### src/rtl/serial_parallel_rx.sv
// Per-lane serial receiver: COM-based byte alignment, lane activation, byte and 32-bit word output.
// Optional macro RX_LSB_FIRST_EN selects LSB-first bit order within each byte.
module serial_parallel_rx #(
    parameter logic [7:0]  COM_BYTE     = 8'hBC,
    parameter int unsigned ACTIVE_COUNT = 4
) (
    input  logic        clk,
    input  logic        reset,
    input  logic        data_in_serial,
    output logic [7:0]  data_out_8b,
    output logic        valid_out_8b,
    output logic [31:0] data_out_32b,
    output logic        valid_out_32b,
    output logic        active,
    output logic        word_err
);

    typedef enum logic [1:0] {StSearch, StSync, StActive} state_e;

    state_e      state_q, state_d;
    logic [7:0]  sr_q, sr_d;
    logic [2:0]  bit_cnt_q, bit_cnt_d;
    logic [3:0]  com_cnt_q, com_cnt_d;
    logic [1:0]  byte_idx_q, byte_idx_d;
    // Only the three oldest bytes are kept; the fourth comes straight from sr.
    logic [23:0] word_acc_q, word_acc_d;
    logic [7:0]  data8_d;
    logic [31:0] data32_d;
    logic        valid8_d, valid32_d, err_d;
    logic        boundary;
    logic        is_com;

    assign boundary = (bit_cnt_q == 3'd0);
    assign is_com   = (sr_q == COM_BYTE);
    assign active   = (state_q == StActive);

`ifdef RX_LSB_FIRST_EN
    assign sr_d = {data_in_serial, sr_q[7:1]};
`else
    assign sr_d = {sr_q[6:0], data_in_serial};
`endif

    always_comb begin
        state_d    = state_q;
        bit_cnt_d  = bit_cnt_q;
        com_cnt_d  = com_cnt_q;
        byte_idx_d = byte_idx_q;
        word_acc_d = word_acc_q;
        data8_d    = data_out_8b;
        data32_d   = data_out_32b;
        valid8_d   = 1'b0;
        valid32_d  = 1'b0;
        err_d      = 1'b0;

        unique case (state_q)
            StSearch: begin
                if (is_com) begin
                    state_d   = StSync;
                    bit_cnt_d = 3'd1;
                    com_cnt_d = 4'd1;
                end
            end
            StSync: begin
                bit_cnt_d = bit_cnt_q + 3'd1;
                if (boundary) begin
                    if (is_com) begin
                        com_cnt_d = com_cnt_q + 4'd1;
                        if (int'(com_cnt_q) + 1 == int'(ACTIVE_COUNT)) begin
                            state_d = StActive;
                        end
                    end else begin
                        state_d   = StSearch;
                        com_cnt_d = 4'd0;
                    end
                end
            end
            StActive: begin
                bit_cnt_d = bit_cnt_q + 3'd1;
                if (boundary) begin
                    if (is_com) begin
                        // Idle mid-word: the partial word can never be completed.
                        if (byte_idx_q != 2'd0) begin
                            err_d = 1'b1;
                        end
                        byte_idx_d = 2'd0;
                        word_acc_d = 24'd0;
                    end else begin
                        data8_d    = sr_q;
                        valid8_d   = 1'b1;
                        word_acc_d = {word_acc_q[15:0], sr_q};
                        byte_idx_d = byte_idx_q + 2'd1;
                        if (byte_idx_q == 2'd3) begin
                            data32_d   = {word_acc_q, sr_q};
                            valid32_d  = 1'b1;
                            byte_idx_d = 2'd0;
                        end
                    end
                end
            end
            default: begin
                state_d = StSearch;
            end
        endcase
    end

    always_ff @(posedge clk or posedge reset) begin
        if (reset) begin
            state_q       <= StSearch;
            sr_q          <= 8'd0;
            bit_cnt_q     <= 3'd0;
            com_cnt_q     <= 4'd0;
            byte_idx_q    <= 2'd0;
            word_acc_q    <= 24'd0;
            data_out_8b   <= 8'd0;
            valid_out_8b  <= 1'b0;
            data_out_32b  <= 32'd0;
            valid_out_32b <= 1'b0;
            word_err      <= 1'b0;
        end else begin
            state_q       <= state_d;
            sr_q          <= sr_d;
            bit_cnt_q     <= bit_cnt_d;
            com_cnt_q     <= com_cnt_d;
            byte_idx_q    <= byte_idx_d;
            word_acc_q    <= word_acc_d;
            data_out_8b   <= data8_d;
            valid_out_8b  <= valid8_d;
            data_out_32b  <= data32_d;
            valid_out_32b <= valid32_d;
            word_err      <= err_d;
        end
    end

endmodule
### config.mk
export PLATFORM = sky130hd
export DESIGN_NAME = serial_parallel_rx
export DESIGN_NICKNAME = d
export VERILOG_FILES = /design/src/rtl/serial_parallel_rx.sv
export SDC_FILE = /design/constraint.sdc
export NUM_CORES = 1
export LEC_CHECK = 0
export ABC_AREA = 1
export BUFFER_PORTS_ARGS = -buffer_cell sky130_fd_sc_hd__buf_2
export CAP_MARGIN = 5
export CORE_MARGIN = 5
export CORE_UTILIZATION = 51
export DETAILED_ROUTE_END_ITERATION = 6
export HOLD_SLACK_MARGIN = 0.1
export PLACE_DENSITY = 0.75
export SLEW_MARGIN = 10
export SYNTH_ARGS = -nofsm -noshare
export SYNTH_HDL_FRONTEND = slang
export SYNTH_SLANG_ARGS = --single-unit
export TNS_END_PERCENT = 50
### constraint.sdc
create_clock -name clk -period 2.7 [get_ports clk]
set_input_delay 0.54 -clock clk [delete_from_list [all_inputs] [get_ports clk]]
set_output_delay 0.54 -clock clk [all_outputs]
set_load 0.01 [all_outputs]
Word-level counts from Yosys, hierarchy flattened
Index checks and enable logic that the tools add are counted.
Storage, ports and cells
  logic and storage cells: 62
  bits in registers: 86
  input bits: 3
  output and inout port bits: 44
Operators by class
  muxes and demuxes: 25
  reductions and logical operators: 12
  equal/unequal tests: 8
  add/subtract/negate cells: 4
  bitwise operators: 2
Operators with widths (number)
  24-bit 2-to-1 mux: 1
  2-bit 2-to-1 mux: 6
  4-bit 2-to-1 mux: 3
  1-bit 2-to-1 mux: 11
  8-bit == test, second input constant: 1
  4-bit one-hot mux with 2 select lines: 1
  4-bit AND reduction: 2
  2-bit one-hot mux with 3 select lines: 1
  3-bit one-hot mux with 2 select lines: 1
  3-bit AND reduction: 2
  2-bit nonzero test: 3
  4-bit by 1-bit adder with 5-bit output, second input constant: 1
  5-bit by 3-bit == test with 1-bit output, second input constant: 1
  4-bit by 1-bit adder with 4-bit output, second input constant: 1
  2-bit == test, second input constant: 2
  2-bit inequality test, second input constant: 2
  2-bit AND reduction: 2
  3-bit by 1-bit adder with 3-bit output, second input constant: 1
  3-bit logical NOT: 1
  3-bit 2-to-1 mux: 1
  3-bit inequality test, second input constant: 1
  2-bit by 1-bit adder with 2-bit output, second input constant: 1
  2-bit by 1-bit == test with 1-bit output, second input constant: 1
  2-bit logical NOT: 1
  2 further kinds: 3

Logic depth before layout (Yosys ltp)
  depth in word-level cells: 6
  mapped depth: 9
  depth with buffers taken out: 9

Worst setup path before layout
No wires, ideal clock.
  path kind: reg-to-reg
  start point: reg state_q[0]
  end point: reg data_out_32b[10]
  path slack: 1.168 ns
  data required time: 2.580 ns
  data arrival time: 1.411 ns
  cell stages (with the launch flop): 10
  path buffers: 2
  setup time: 0.120 ns
  clock period less this slack: 1.532 ns
  cells stage by stage: dfrtp_1 > inv_1 > ha_1 > inv_1 > nor2_4 > nand2_4 > buf_6 > buf_6 > o21ai_1 > nand2_1
Between the ends
  word-level cells in the longest chain between the ends: 2
Ends and longest elaborated chain
  from (decl): RTL line 20  | state_e state_q, state_d;
  from (signal assigned): RTL line 108  | state_q <= StSearch;
  from (signal assigned): RTL line 120  | state_q <= state_d;
  2-bit == test
  named net active: RTL line 14  | output logic active,
  4-bit AND reduction (no source line)
  to (signal assigned): RTL line 128  | data_out_32b <= data32_d;
  to (decl): RTL line 12  | output logic [31:0] data_out_32b,
The timed path passes the listed nets, and every way through them passes these cells.
A chain may end at the register's enable or synchronous reset.

Final worst setup path
  start point: reg state_q[0]
  end point: reg data_out_32b[24]
Between the ends
  word-level cells in the longest chain between the ends: 2
Ends and longest elaborated chain
  2-bit == test: RTL line 55  | unique case (state_q)
  4-bit AND reduction (no source line)
No other way between the ends.

==> flow_summary.ini <==
[placed_design]
pre_cts_slack_ns = 0.739
placed_cells = 473
io_buffers = 46
place.gp.congestion = 0.786
dp_hpwl_um = 4810

[sta]
finalMaxSlewViolations = 0
rsz0062_at_grt = no
period_share_pct = 72.5
final-setup-viol-count = 0
hold_violations = 0
tightest_slew_ns = 0.698
maxSlewHeadroom_pct = 53.3
skew_ns = 0.00904
tns_ns = 0
period_minus_slack_ns = 1.96
fmaxAchievable_mhz = 511
finalWorstSetupSlack_ns = 0.743

[grt]
track_usage_pct = 17.8
antenna_found_initial = 0
grt_max_degree = 69
grt_pass1_vias = 2485
grt_pass1_wl_um = 11900
gr-total-overflow = 0

[critical_path]
critPathRequiredTime_ns = 2.99
crit_arrival_ns = 2.25
cp-end-kind = flop
crit_path_start_kind = flop
crit_start = state_q[0]
crit_fanout = 33
path_cells = inv_1 > ha_1 > inv_1 > nor2_4 > nand2_4 > nor2_4 > nand2_1 > nand2_1
r2r_end = data_out_32b[24]
cp_slowest_stage_delay_ns = 0.59
regToRegSetupSlack_ns = 0.74
reg2reg_from = state_q[0]
crit_type = flop to flop
r2r_cells = 8
cp_slowest_cell = nor2_4

[synth]
syn_inst = 358
syn-num-nets = 369
synth_cell_type_count = 26
ys_seq_elements = 86
synth_area_um2 = 3460
yosysWarnings = 0
avgSynthCellArea_um2 = 9.67
yosysSeqAreaShare_pct = 62.1

[clocking]
cts-hold-fix-buffers = 0
htree_levels = 3
cts_sinks = 86
cts_made_buffers = 9
clk_pin_slew_ns = 0.08
cts_resized = 0
cts_setup_buffers = 0
cts_tree = built
cts-root-buf = clkbuf_8
cts_buffer_depth = 2
clk_latency_ns = 0.35

[outcome]
status = complete, no violations

[pwr]
power_density_nw_per_um2 = 647
max-vdd-ir-drop_mv = 0.358
power.leakage_nw = 2.20

[floorplanning]
floorplan.initialDensity_pct = 51.5
ioPinCount = 47
row_count = 30
dieArea_um2 = 8540
fp.coreArea_um2 = 6720
die_h_um = 92.4
dieWidth_um = 92.4

[drt]
avgViaCountPerCell = 5.16
routed_wl_um = 6950
drtIter0Drc = 157
vias = 2516
dr.pass1.iters = 4
drc = 0
wl_per_cell_um = 14.2
drtAntennaViolNets = 0

[final_layout]
layout.cells.non_filler = 488
final_util_pct = 58.5
syn2layout_area_growth_pct = 13.5
drive_above_1_share_pct = 18.1
antennaDiodeCount = 0
fin_nets = 415

[min_path]
hold_path_class = input port to async pin

[job]
drv_cap = 0
==> cell usage after synthesis (all sizes together) <==
cell / number / area (um2)
a21oi: 2 / 13.8
nor2: 4 / 35.0
inv: 41 / 154
ha: 8 / 100
nand4: 2 / 12.5
or2: 1 / 6.26
nor3: 1 / 5.00
clkbuf: 5 / 20.0
nand3: 11 / 55.1
o22ai: 13 / 81.3
xor2: 3 / 26.3
dfrtp: 86 / 2150
nand2: 116 / 445
o21ai: 54 / 274
clkinv: 1 / 3.75
buf: 10 / 78.8
==> stage by stage <==
step / cell area (um2) / hold slack, ns / power, mW
final: 3930 / 0.193 / 2.54
after global routing: 3930 / 0.206 / 2.70
after CTS: 3930 / 0.190 / 2.57
after detailed placement: 3740 / 0.425 / 1.70
after global placement: 3740 / 0.416 / 1.68
after floorplan: 3470 / 0.394 / 1.62
==> critical path, delay by kind of cell (launching register included) <==
kind | cells | cell delay [ns]
AND/OR/NAND/NOR | 5 | 1.12
buffers and inverters | 2 | 0.17
adder cells (fa/ha/maj) | 1 | 0.19
flip-flops | 1 | 0.40
==> cell families after synthesis <==
logic type	share of synthesized area, %
AOI/OAI and AO/OA	10.7
xor gates and xnor gates	0.759
adders and majority gates	2.89
buffers and inverters	7.41
DFF	62.1
and+or+nand+nor	16.1
==> layer usage <==
layer | routed length [um] | GRT usage [%] | vias up
li1 | - | - | 1231
met1 | 2860 | 21.7 | 1218
met2 | 3640 | 29.8 | 61
met3 | 392 | 5.85 | 6
met4 | 60 | 5.69 | 0
met5 | 0 | 0 | -
==> registers in the layout, indices dropped and copies added, names as in the netlist <==
| register | flops |
|---|---|
| bit_cnt_q | 3 |
| word_err | 1 |
| valid_out_32b | 1 |
| valid_out_8b | 1 |
| data_out_32b | 32 |
| sr_q | 8 |
| byte_idx_q | 2 |
| com_cnt_q | 4 |
| state_q | 2 |
| data_out_8b | 8 |
| word_acc_q | 24 |
==> layout make-up <==
type	instances	area, um2
Clock buffer	12	145
Inverter	42	161
Fill cell	602	2790
Tap cell	80	100
Timing Repair Buffer	50	273
Clock inverter	3	45.0
Multi-Input combinational cell	215	1050
Sequential cell	86	2150
==> layout by cell type (no fill, tap or decap), types with 2 or more instances in the layout <==
cell,count
nand2_1,114
inv_1,39
xor2_1,3
dfrtp_1,86
buf_4,3
nand4_1,2
clkinvlp_4,3
nor2_4,2
clkbuf_1,2
o21ai_0,43
ha_1,8
nand3_1,11
clkbuf_8,10
o21ai_1,10
o22ai_1,13
buf_2,46
nor2_2,2
==> where the power goes <==
part | internal, mW | switching (mW)
clock network | 0.449 | 0.429
registers | 1.33 | 0.0416
logic | 0.0990 | 0.195
==> worst max path at each step <==
stage                            end  cells after the start
floorplan               bit_cnt_q[0]                      1
global placement    data_out_32b[22]                      8
detailed placement  data_out_32b[14]                      8
CTS                 data_out_32b[14]                      8
global route        data_out_32b[16]                      8
finish              data_out_32b[24]                      8
Note: power is estimated with default switching activity, not from simulation.
